## src/rtl/gray_code_stream_converter_if.sv

```systemverilog
// rtl/gray_code_stream_converter_if.sv - valid/ready word stream bundle for the Gray converter
interface gray_code_stream_converter_if #(
  parameter int WIDTH = 4
);
  logic             in_valid;
  logic             in_ready;
  logic             mode;
  logic [WIDTH-1:0] din;
  logic             out_valid;
  logic             out_ready;
  logic [WIDTH-1:0] dout;
  logic             step_err;

  // Producer/consumer side that feeds words and drains results
  modport master (
    output in_valid, mode, din, out_ready,
    input  in_ready, out_valid, dout, step_err
  );

  // Converter side
  modport slave (
    input  in_valid, mode, din, out_ready,
    output in_ready, out_valid, dout, step_err
  );
endinterface

```

## src/rtl/gray_code_stream_converter.sv

```systemverilog
// rtl/gray_code_stream_converter.sv - registered per-word binary<->Gray converter with adjacency check
module gray_code_stream_converter #(
  parameter int WIDTH     = 4,
  parameter int CHECK_ADJ = 1
) (
  input logic                          clk,
  input logic                          rst,
  gray_code_stream_converter_if.slave  bus
);

  logic             r_out_valid;
  logic [WIDTH-1:0] r_dout;
  logic             r_step_err;

  logic             w_in_ready;
  logic             w_accept;
  logic [WIDTH-1:0] w_gray;
  logic [WIDTH-1:0] w_bin;
  logic [WIDTH-1:0] w_conv;
  logic             w_step_err_nxt;

  // The single output slot frees up whenever it is empty or being drained this cycle
  assign w_in_ready = !r_out_valid || bus.out_ready;
  assign w_accept   = bus.in_valid && w_in_ready;

  // Binary->Gray: each bit is the XOR of itself and its upper neighbour, MSB passes through
  assign w_gray = bus.din ^ (bus.din >> 1);

  // Gray->binary: prefix XOR running down from the MSB, fully unrolled
  always_comb begin
    w_bin            = '0;
    w_bin[WIDTH-1]   = bus.din[WIDTH-1];
    for (int i = WIDTH - 2; i >= 0; i--) begin
      w_bin[i] = bus.din[i] ^ w_bin[i+1];
    end
  end

  assign w_conv = bus.mode ? w_bin : w_gray;

  generate
    if (CHECK_ADJ != 0) begin : g_adj
      logic [WIDTH-1:0] r_hist;
      logic             r_have_hist;
      logic             r_last_mode;
      logic [WIDTH-1:0] w_diff;
      logic             w_multi_bit;

      // More than one set bit in the difference means the Gray step skipped codes
      assign w_diff      = bus.din ^ r_hist;
      assign w_multi_bit = (w_diff & (w_diff - WIDTH'(1))) != '0;
      // Only Gray words following a Gray word are judged; the first after a switch or reset is exempt
      assign w_step_err_nxt = bus.mode && r_have_hist && r_last_mode && w_multi_bit;

      // History of the last accepted input word and its direction
      always_ff @(posedge clk) begin
        if (rst) begin
          r_hist      <= '0;
          r_have_hist <= 1'b0;
          r_last_mode <= 1'b0;
        end else if (w_accept) begin
          r_hist      <= bus.din;
          r_have_hist <= 1'b1;
          r_last_mode <= bus.mode;
        end
      end
    end else begin : g_no_adj
      assign w_step_err_nxt = 1'b0;
    end
  endgenerate

  // Output slot: load on accept, empty on drain, otherwise hold
  always_ff @(posedge clk) begin
    if (rst) begin
      r_out_valid <= 1'b0;
      r_dout      <= '0;
      r_step_err  <= 1'b0;
    end else if (w_accept) begin
      r_out_valid <= 1'b1;
      r_dout      <= w_conv;
      r_step_err  <= w_step_err_nxt;
    end else if (bus.out_ready) begin
      r_out_valid <= 1'b0;
    end
  end

  assign bus.in_ready  = w_in_ready;
  assign bus.out_valid = r_out_valid;
  assign bus.dout      = r_dout;
  assign bus.step_err  = r_step_err;

endmodule
```

## src/flat_wrapper.sv

```systemverilog
// flat-port wrapper written by rule: the top's interface ports become plain ports
module gray_code_stream_converter_flat 
#(
  parameter int WIDTH     = 4,
  parameter int CHECK_ADJ = 1
)
  (clk, rst, bus_in_valid, bus_mode, bus_din, bus_out_ready, bus_in_ready, bus_out_valid, bus_dout, bus_step_err);
  gray_code_stream_converter_if #(.WIDTH(WIDTH)) bus_i ();
  input logic clk;
  input logic rst;
  input wire logic [$bits(bus_i.in_valid)-1:0] bus_in_valid;
  input wire logic [$bits(bus_i.mode)-1:0] bus_mode;
  input wire logic [$bits(bus_i.din)-1:0] bus_din;
  input wire logic [$bits(bus_i.out_ready)-1:0] bus_out_ready;
  output wire logic [$bits(bus_i.in_ready)-1:0] bus_in_ready;
  output wire logic [$bits(bus_i.out_valid)-1:0] bus_out_valid;
  output wire logic [$bits(bus_i.dout)-1:0] bus_dout;
  output wire logic [$bits(bus_i.step_err)-1:0] bus_step_err;
  assign bus_i.in_valid = bus_in_valid;
  assign bus_i.mode = bus_mode;
  assign bus_i.din = bus_din;
  assign bus_i.out_ready = bus_out_ready;
  assign bus_in_ready = bus_i.in_ready;
  assign bus_out_valid = bus_i.out_valid;
  assign bus_dout = bus_i.dout;
  assign bus_step_err = bus_i.step_err;
  gray_code_stream_converter #(.WIDTH(WIDTH), .CHECK_ADJ(CHECK_ADJ)) u_core (.clk(clk), .rst(rst), .bus(bus_i));
endmodule
```

## config.mk

```make
export PLATFORM = sky130hd
export DESIGN_NAME = gray_code_stream_converter_flat
export DESIGN_NICKNAME = d
export VERILOG_FILES = /design/src/rtl/gray_code_stream_converter_if.sv /design/src/rtl/gray_code_stream_converter.sv /design/src/flat_wrapper.sv
export SDC_FILE = /design/constraint.sdc
export NUM_CORES = 1
export LEC_CHECK = 0
export CORE_AREA = 2 2 39 41
export CTS_BUF_LIST = sky130_fd_sc_hd__clkbuf_4 sky130_fd_sc_hd__clkbuf_8
export DETAILED_ROUTE_END_ITERATION = 6
export DIE_AREA = 0 0 41 43
export GPL_TIMING_DRIVEN = 0
export PLACE_DENSITY = 0.7
export SYNTH_ARGS = -nofsm -noshare
export SYNTH_HDL_FRONTEND = slang
export SYNTH_SLANG_ARGS = --single-unit
```

## constraint.sdc

```tcl
create_clock -name clk -period 1.2 [get_ports clk]
set_input_delay 0.24 -clock clk [delete_from_list [all_inputs] [get_ports clk]]
set_output_delay 0.24 -clock clk [all_outputs]
set_load 0.02 [all_outputs]
```

* Word level (Yosys, flattened, before mapping)
Cells that the tools add are included.
** Operators by class
- Add/sub/neg operators :: 1
- Muxes and demuxes :: 3
- Bitwise operators :: 6
- Reductions and logical operators :: 8
** Operator list (count)
- AND 4 bit :: 1
- logical AND 1 bit :: 4
- 2-to-1 mux 4 bit :: 1
- nonzero test 4 bit :: 1
- subtractor 4 x 1 -> 4 bit, second input constant :: 1
- XOR 4 x 3 -> 4 bit :: 1
- XOR 4 bit :: 1
- XOR 1 bit :: 3
- 2-to-1 mux 1 bit :: 2
- nonzero test 2 bit :: 1
- logical NOT 1 bit :: 1
- logical OR 1 bit :: 1
** Storage, ports and cells
- Register bits after elaboration :: 12
- Input port bits :: 9
- Output and inout port bits :: 7
- Logic and storage cells :: 24

* Depth between registers and ports, before layout
Gate-level depths: netlist of the first run.
- Depth in word-level cells :: 5
- Gate-level depth with buffers :: 5
- Gate-level depth less buffers :: 4

* Least setup slack after synthesis of the first run
Ideal clock, no wire load.
- Path kind :: flip-flop to flip-flop
- Start :: register u_core.r_out_valid (netlist: u_core.bus.out_valid)
- End :: register u_core.r_step_err (netlist: u_core.bus.step_err)
- Library setup time :: 0.084 ns
- Data arrival time :: 1.251 ns
- Data required time :: 1.116 ns
- Setup slack :: -0.135 ns
- Cell stages (with the launch flop) :: 6
- Buffers on the path :: 1
- Period minus slack after synthesis :: 1.335 ns
- Path through :: dfxtp_1 nand2b_1 nand2_1 clkbuf_1 nand3b_1 o31ai_2
** On the way
- Cells in the longest elaborated chain, start to end :: 3
** RTL lines
- start, declared :: RTL line gray_code_stream_converter.sv:11 : logic r_out_valid;
- start signal, assigned :: RTL line gray_code_stream_converter.sv:74 : r_out_valid <= 1'b0;
- start signal, assigned :: RTL line gray_code_stream_converter.sv:78 : r_out_valid <= 1'b1;
- start signal, assigned :: RTL line gray_code_stream_converter.sv:82 : r_out_valid <= 1'b0;
- logical NOT 1 bit :: RTL line gray_code_stream_converter.sv:23 : assign w_in_ready = !r_out_valid || bus.out_ready;
- logical OR 1 bit :: RTL line gray_code_stream_converter.sv:23
- named net bus_in_ready :: RTL line flat_wrapper.sv:15 : output wire logic [$bits(bus_i.in_ready)-1:0] bus_in_ready;
- logical AND 1 bit :: RTL line gray_code_stream_converter.sv:24 : assign w_accept = bus.in_valid && w_in_ready;
- end signal, assigned :: RTL line gray_code_stream_converter.sv:80 : r_step_err <= w_step_err_nxt;
- end, declared :: RTL line gray_code_stream_converter.sv:13 : logic r_step_err;
The timed path passes the listed nets, and every way through them passes these cells.
A chain may end at the register's enable or synchronous reset.

* Final worst setup path of the first run
- Start :: register u_core.g_adj.r_hist[2]
- End :: register u_core.r_step_err (netlist: u_core.bus.step_err)
** On the way
- Cells in the longest elaborated chain, start to end :: 5
** RTL lines
- start, declared :: RTL line gray_code_stream_converter.sv:42 : logic [WIDTH-1:0] r_hist;
- start signal, assigned :: RTL line gray_code_stream_converter.sv:61 : r_hist <= bus.din;
- XOR 4 bit (*) :: RTL line gray_code_stream_converter.sv:49 : assign w_diff = bus.din ^ r_hist;
- subtractor 4 x 1 -> 4 bit :: RTL line gray_code_stream_converter.sv:50 : assign w_multi_bit = (w_diff & (w_diff - WIDTH'(1))) != '0;
- AND 4 bit (*) :: RTL line gray_code_stream_converter.sv:50
- nonzero test 4 bit (*) :: RTL line gray_code_stream_converter.sv:50
- logical AND 1 bit (*) :: RTL line gray_code_stream_converter.sv:52 : assign w_step_err_nxt = bus.mode && r_have_hist && r_last_mode && w_multi_bit;
Mark *: on every way between the ends. The rest lies on a longest branch, timed or not.

==> impl_metrics.ini, run 1 <==
[status]
status = finished, final reports clean

[sta]
grt_setup_unrepaired = yes
setup_viol = 0
finalHoldViolCount = 0
hold_slack_ns = 0.2980
slew_viol_final = 0
period_needed_ns = 1.174
slew_headroom = 0.6979
max_freq_mhz = 851.7
worstMarginPinSlew_ns = 0.4532
finalClockSkew_ns = 0.001726
period_share = 0.9785

[pwr]
p_per_area_mw_per_mm2 = 1196
swShare = 0.2727
clkPwrFrac = 0.320
vdd_drop_max_uv = 605.3
p_switching_w = 0.0002358
power_w = 0.0008647
internal_power_w = 0.0006289
p_leak_nw = 0.3164
seqPwrFrac = 0.470
pwr-share-comb = 0.210

[setup_path]
start_kind = flop
cp-end-kind = flop
arrival_ns = 1.36
critical_path_class = flop to flop
required_ns = 1.39
cp_cell_sequence = xor2_2 > a21oi_2 > maj3_2 > o31ai_2
crit_slowest_cell = dfxtp_2
crit_fanout = 2
cpPeakStageDelay_ns = 0.34

[logic_synthesis]
seq_area_frac_synth = 0.4324
syn_inst = 62
synth_cell_types = 17
syn_avg_cell_area_um2 = 8.214
syn_nets = 71
synth_warnings = 0
netlist_area_um2 = 509.2
synth_seq_cells = 11

[finish]
nFillCells = 142
area_growth_pct = 42.01
layout_commonest_cell = nand2_1
fin_area_um2 = 723.2
diodes = 0
drive_gt1_frac = 0.2500
final_cell_mix = nand2_1, a21oi_1, dfxtp_1
nNetsFinal = 90

[hold_path]
hp-class = input port to flop

[cts]
clock_latency_ns = 0.27
clkTransAtPathRegs_ns = 0.07
post_cts_buffers = 0
cts_sinks = 11
cts_buffers = 3
cts_tree = done
clockRootBuffer = clkbuf_4
htreeDepth = 1
cts_buffer_depth = 2

[detailed_routing]
drc = 0
route.vias.total = 450
first_pass_iters = 4
wl_mm = 1.025
antenna_left = 0
wl_per_cell_um = 10.68
via_per_inst = 4.688
detail_route.iter0.violations = 4

[global_routing]
overflow = 0
first_global_vias = 382
grt_max_degree = 11
antenna_found_initial = 0
grt_pass1_wl_mm = 1.669
grt_usage = 0.1358

[place]
port_buffers = 15
place_area_um2 = 684.4
place.detailed.hpwl_um = 741.8
gp_congestion = 0.7126

[run]
max_cap_violations = 0

[die]
dieWidth_um = 41
die_area_mm2 = 0.001763
start_util = 0.3680
num_io_pins = 16
die_h_um = 43
core-area_mm2 = 0.001384
rows = 14
==> power by group through the flow <==
stage / Sequential (W) / Clock (W) / Combinational (W)
global placement: 0.000411 / 0 / 0.000187
floorplan: 0.000424 / 0 / 0.0000948
finish: 0.000406 / 0.000277 / 0.000182
detailed placement: 0.000411 / 0 / 0.000188
CTS: 0.000403 / 0.000284 / 0.000175
global route: 0.000409 / 0.000308 / 0.000198
==> routing by layer <==
metal	GRT usage	part of all wire	up-vias
met5	0	0	-
met4	0.06000	0.019	0
met3	0.03141	0.046	2
met2	0.1969	0.45	12
met1	0.1845	0.49	202
li1	-	-	234
==> critical path, delay by kind of cell (launching register included) <==
| family | cells | cell delay (ns) |
|---|---|---|
| compound gates | 2 | 0.25 |
| flops | 1 | 0.34 |
| fa+ha+maj | 1 | 0.32 |
| xor+xnor | 1 | 0.19 |
==> sequential cells by signal, summed over array words and instances (netlist names) <==
signal,flops
u_core.g_adj.r_last_mode,1
u_core.g_adj.r_hist,3
u_core.bus.dout,4
u_core.bus.out_valid,1
u_core.g_adj.r_have_hist,1
u_core.bus.step_err,1
==> kinds of logic after synthesis <==
family	count (synthesis)	share of synthesized area
XOR/XNOR	9	0.1548
flip-flops	11	0.4324
buffers and inverters	5	0.04422
AO/OA/AOI/OAI	10	0.1179
adder cells (fa/ha/maj)	1	0.02211
AND/OR/NAND/NOR	26	0.2285
==> cell type report <==
type	instances	area, µm²	area share
inverters	1	3.754	0.005190
plain buffers	3	18.77	0.02595
clock buffers	4	30.03	0.04152
multi-input cells	46	292.8	0.4048
well taps	16	20.02	0.02768
flip-flops and latches	11	225.2	0.3114
repair buffers	15	132.6	0.1834
==> worst paths after layout <==
check	startpoint	endpoint	slack (ns)	cells after the start
worst max-delay path	u_core.g_adj.r_hist[2]	u_core.bus.step_err	0.03	4
worst min-delay path	bus_out_ready	u_core.bus.out_valid	0.30	3
worst max register to register	u_core.g_adj.r_hist[2]	u_core.bus.step_err	0.03	4
worst min register to register	u_core.bus.dout[1]	u_core.bus.dout[1]	0.45	2
==> cell usage after synthesis <==
cell	number	share of area
a21oi_1	8	0.079
and2_1	1	0.012
buf_4	1	0.015
clkbuf_1	3	0.022
dfxtp_1	11	0.43
inv_1	1	0.0074
maj3_2	1	0.022
nand2_1	15	0.11
nand2b_1	1	0.012
nand3b_1	2	0.029
nand4b_1	1	0.017
nor2_1	5	0.037
nor3_1	1	0.0098
o31ai_1	1	0.015
o31ai_2	1	0.025
xnor2_1	4	0.069
xor2_1	5	0.086
==> through the flow <==
stage | setup TNS [ns] | setup WS (ns) | utilization | instances
finish | 0 | 0.02585 | 0.5226 | 96
global route | -0.02894 | -0.02894 | 0.5226 | 96
CTS | -0.03839 | -0.03839 | 0.5036 | 96
detailed placement | -4.289 | -0.5307 | 0.4946 | 93
global placement | -4.022 | -0.5326 | 0.4946 | 93
floorplan | 0 | 0.04715 | - | 62
==> repair_timing <==
item                       CTS  global route
hold buffers                 0             0
gates resized for setup     20            12
setup endpoints to repair   17            12
pin swaps                    2             0
gates cloned                 0             0
No activity file was read; power rests on OpenSTA's default activity.
==> run 2, diff against run 1 <==
--- a/config.mk
+++ b/config.mk
@@ -9,8 +9,9 @@
 export CTS_BUF_LIST = sky130_fd_sc_hd__clkbuf_4 sky130_fd_sc_hd__clkbuf_8
 export DETAILED_ROUTE_END_ITERATION = 6
 export DIE_AREA = 0 0 41 43
+export DONT_BUFFER_PORTS = 1
 export GPL_TIMING_DRIVEN = 0
-export PLACE_DENSITY = 0.7
+export PLACE_DENSITY = 0.54
 export SYNTH_ARGS = -nofsm -noshare
 export SYNTH_HDL_FRONTEND = slang
 export SYNTH_SLANG_ARGS = --single-unit
==> impl_metrics.ini, run 2 (synthesis results as in run 1) <==
[cts]
cts_buffer_depth = 2
clkTransAtPathRegs_ns = 0.07
holdBufCountCts = 0
cts_tree = done
cts_buffers = 3
cts_sinks = 11
htreeDepth = 1
clockRootBuffer = clkbuf_4
clock_latency_ns = 0.26
post_cts_buffers = 0

[setup_path]
start_kind = flop
startpoint = u_core.g_adj.r_hist[1]
reg2reg_from = u_core.g_adj.r_hist[1]
crit_buf_inv = 0
cp.depth = 4
required_ns = 1.38
crit_fanout = 2
rr_worst_depth = 4
cp-end-kind = flop
crit_slowest_cell = dfxtp_2
cp_cell_sequence = xor2_2 > a21oi_1 > maj3_2 > o31ai_2
critical_path_class = flop to flop
arrival_ns = 1.32
cpPeakStageDelay_ns = 0.33
critPathTopFamily = flip-flops

[sta]
slew_headroom = 0.6990
period_share = 0.9490
grt_setup_unrepaired = yes
period_needed_ns = 1.139
finalClockSkew_ns = 0.0007661
max_freq_mhz = 878.1
worstMarginPinSlew_ns = 0.4515
hold_slack_ns = 0.09818
setup_tns_ns = 0
setup_viol = 0
slew_viol_final = 0
finalHoldViolCount = 0

[global_routing]
grt_pass1_wl_mm = 1.731
grt_max_degree = 11
grt_usage = 0.1525
first_global_vias = 414
overflow = 0
antenna_found_initial = 0

[die]
die_area_mm2 = 0.001763
rows = 14
dieWidth_um = 41
core-area_mm2 = 0.001384
die_h_um = 43
start_util = 0.3680
num_io_pins = 16

[detailed_routing]
via_per_inst = 4.963
route.vias.total = 402
dr_wl_met3_um = 49
first_pass_iters = 4
antenna_left = 0
routed-wl-met2_um = 490
drt-met1-wl_um = 439
wl_um = 996
top_layer = met4
wl_per_cell_um = 12.30
drc = 0
detail_route.iter0.violations = 11

[run]
max_cap_violations = 0

[pwr]
p_leak_nw = 0.2332
p_per_area_mw_per_mm2 = 1368
vdd_drop_max_uv = 661.4
power_w = 0.0008077

[hold_path]
worstHoldPathCells = 2
hp-class = input port to flop
hp-start = bus_in_valid

[status]
status = finished, final reports clean

[place]
port_buffers = 0
place_area_um2 = 534.3
gp_congestion = 0.6987

[finish]
drive_gt1_frac = 0.2615
area_growth_pct = 15.97
layout_commonest_cell = nand2_1
diodes = 0
final_cell_mix = nand2_1, a21oi_1, dfxtp_1, nor2_1
nFillCells = 164
largest_reg_flops = 4
fin_area_um2 = 590.6
nNetsFinal = 75
-- run 2: cell count changes in the layout (fill, tap and decap cells not counted), sizes merged --
cell,before,now
clkdlybuf4s15,1,0
clkdlybuf4s50,4,0
dlymetal6s2s,1,0
clkbuf,8,5
buf,3,2
dlygate4sd2,5,0
-- run 2: worst register-to-register path, stage by stage (launching register included) --
cell and delay, ns:
dfxtp_2 0.33, xor2_2 0.17, a21oi_1 0.08, maj3_2 0.31, o31ai_2 0.17
-- run 2: per-stage QoR --
stage                       util  worst slack (ns)  instances
after floorplan                -           0.04715         62
after global placement    0.3861          -0.05713         78
after detailed placement  0.3861          -0.05436         78
after CTS                 0.4195          0.009125         81
after global routing      0.4268         -0.008322         81
final                     0.4268           0.06124         81
-- run 2: where the power goes --
part / switching (W) / total (W) / internal, W
combinational: 0.0000587 / 0.000114 / 0.0000554
sequential: 0.0000308 / 0.000422 / 0.000391
clock: 0.000121 / 0.000272 / 0.000151
total: 0.000210 / 0.000808 / 0.000597
-- run 2: timing repair --
action,4_1_cts,5_1_grt
endpoints found under the setup margin,9,9
gates resized for setup,5,5
cloned,0,0
pin swaps,4,3
-- run 2: per-layer routing --
layer,vias up,GRT usage
met3,2,0.04712
met1,189,0.1672
met5,-,0
li1,203,-
met4,0,0.1200
met2,8,0.2281
-- run 2: path summary, 6_finish.rpt --
| check | end | slack [ns] |
|---|---|---|
| setup / recovery | u_core.bus.step_err | 0.06 |
| hold / removal | u_core.bus.out_valid | 0.1 |
| setup reg to reg | u_core.bus.step_err | 0.06 |
| hold reg to reg | u_core.g_adj.r_last_mode | 0.46 |
-- run 2: final cells by class --
class,instances,area [µm²],area share
inverters,1,3.754,0.006356
flip-flops and latches,11,225.2,0.3814
clock buffers,4,30.03,0.05085
well taps,16,20.02,0.03390
multi-input cells,46,292.8,0.4958
plain buffers,3,18.77,0.03178
==> run 3, diff against run 2 <==
--- a/config.mk
+++ b/config.mk
@@ -5,13 +5,13 @@
 export SDC_FILE = /design/constraint.sdc
 export NUM_CORES = 1
 export LEC_CHECK = 0
-export CORE_AREA = 2 2 39 41
+export CORE_AREA = 5 5 42 44
 export CTS_BUF_LIST = sky130_fd_sc_hd__clkbuf_4 sky130_fd_sc_hd__clkbuf_8
 export DETAILED_ROUTE_END_ITERATION = 6
-export DIE_AREA = 0 0 41 43
+export DIE_AREA = 0 0 47 49
 export DONT_BUFFER_PORTS = 1
-export GPL_TIMING_DRIVEN = 0
-export PLACE_DENSITY = 0.54
+export GPL_TIMING_DRIVEN = 1
+export PLACE_DENSITY = 0.52
 export SYNTH_ARGS = -nofsm -noshare
 export SYNTH_HDL_FRONTEND = slang
 export SYNTH_SLANG_ARGS = --single-unit
==> constraint.sdc (replaced) <==
create_clock -name clk -period 1.1 [get_ports clk]
set_input_delay 0.22 -clock clk [delete_from_list [all_inputs] [get_ports clk]]
set_output_delay 0.22 -clock clk [all_outputs]
set_load 0.02 [all_outputs]
==> impl_metrics.ini, run 3 (synthesis results as in run 1) <==
[global_routing]
antenna_found_initial = 0
overflow = 0
grt_max_degree = 13
first_global_vias = 419
grt_pass1_wl_mm = 1.876
grt_usage = 0.1152

[detailed_routing]
first_pass_iters = 3
antenna_left = 0
detail_route.iter0.violations = 5
top_layer = met4
via_per_inst = 4.882
wl_per_cell_um = 13.69
drc = 0
dr_wl_met3_um = 83
wl_mm = 1.164
route.vias.total = 415
drt-met1-wl_um = 503
routed-wl-met2_um = 532

[die]
core-area_mm2 = 0.001401
die_h_um = 49
dieWidth_um = 47
num_io_pins = 16
rows = 14
start_util = 0.3634
die_area_mm2 = 0.002303

[finish]
nFillCells = 149
drive_gt1_frac = 0.2754
area_growth_pct = 27.52
diodes = 0
multi_input_area_um2 = 294.0
fin_area_um2 = 649.4
largest_reg_flops = 4
layout_commonest_cell = nand2_1
register_area_um2 = 225.2
final_cell_mix = nand2_1, a21oi_1, dfxtp_1, nor2_1
nNetsFinal = 79

[pwr]
clkPwrFrac = 0.334
p_per_area_mw_per_mm2 = 1409
swShare = 0.2667
pwr-share-comb = 0.167
p_leak_nw = 0.2594
internal_power_w = 0.0006710
seqPwrFrac = 0.499
vdd_drop_max_uv = 838.4
p_switching_w = 0.0002441

[sta]
setup_slack_ns = -0.04770
period_share = 1.043
setup_viol = 1
grt_setup_unrepaired = yes
worstMarginPinSlew_ns = 0.2476
setup_tns_ns = -0.04770
finalClockSkew_ns = 0.0001827
max_freq_mhz = 871.3
finalHoldViolCount = 0
slew_viol_final = 0
period_needed_ns = 1.148
slew_headroom = 0.8344

[run]
max_cap_violations = 0

[cts]
cts_buffer_depth = 2
cts_sinks = 11
cts_buffers = 3
clock_latency_ns = 0.27
post_cts_buffers = 0
cts_tree = done
clkTransAtPathRegs_ns = 0.07
htreeDepth = 1
clockRootBuffer = clkbuf_4

[setup_path]
start_kind = flop
critical_path_class = flop to flop
arrival_ns = 1.34
cp-end-kind = flop
r2r_slack_ns = -0.05
crit_fanout = 2
required_ns = 1.29

[hold_path]
hp-class = input port to flop

[place]
gp_congestion = 0.6526
place_area_um2 = 564.3
port_buffers = 0

[status]
status = complete, but fails checks
failed_checks = setup timing
==> run 3: critical path: stages (launching register included) <==
cell and delay (ns):
dfxtp_2 0.34, xor2_2 0.18, nor2_1 0.07, maj3_2 0.31, o31ai_2 0.17
==> run 3: metrics by stage <==
step | cells | total power, W | setup WS (ns) | util | hold WS (ns)
6_report | 85 | 0.0009150 | -0.04770 | 0.4634 | 0.02234
5_1_grt | 85 | 0.0009642 | -0.1180 | 0.4634 | 0.01069
4_1_cts | 84 | 0.0009096 | -0.04306 | 0.4438 | 0.003314
3_5_place_dp | 78 | 0.0005959 | -0.06014 | 0.4027 | 0.2854
3_3_place_gp | 78 | 0.0005951 | -0.03139 | 0.4027 | 0.2837
2_1_floorplan | 62 | 0.0005689 | 0.01117 | - | 0.3419
==> run 3: per-layer routing <==
layer / global-route usage / up-vias
li1: - / 212
met1: 0.1356 / 190
met4: 0.08295 / 0
met5: 0 / -
met2: 0.1561 / 9
met3: 0.05535 / 4
==> run 3: cell type report <==
type | count | share of cell area
Multi-Input combinational cell | 46 | 0.4528
Sequential cell | 11 | 0.3468
Timing Repair Buffer | 7 | 0.1175
Clock buffer | 4 | 0.04624
Tap cell | 16 | 0.03083
Inverter | 1 | 0.005780
==> run 3: what timing repair did <==
item                       4_1_cts  5_1_grt
resized for setup                1        5
hold buffers                     2        1
hold endpoints to repair         2        5
setup endpoints to repair        1        3
pin swaps                        2        3
==> run 3: worst paths after layout <==
check	to	from	cells past startpoint
worst max register to register	u_core.bus.step_err	u_core.g_adj.r_hist[1]	4
worst min-delay path	u_core.bus.dout[2]	rst	1
worst max-delay path	u_core.bus.step_err	u_core.g_adj.r_hist[1]	4
worst min register to register	u_core.g_adj.r_last_mode	u_core.g_adj.r_last_mode	2
==> run 3: power groups by stage <==
stage | Clock (W) | Sequential [W] | Combinational, W
after floorplan | 0 | 0.000464 | 0.000105
after global placement | 0 | 0.000464 | 0.000132
after detailed placement | 0 | 0.000464 | 0.000131
after CTS | 0.000312 | 0.000456 | 0.000142
after global routing | 0.000336 | 0.000460 | 0.000168
final | 0.000306 | 0.000456 | 0.000153
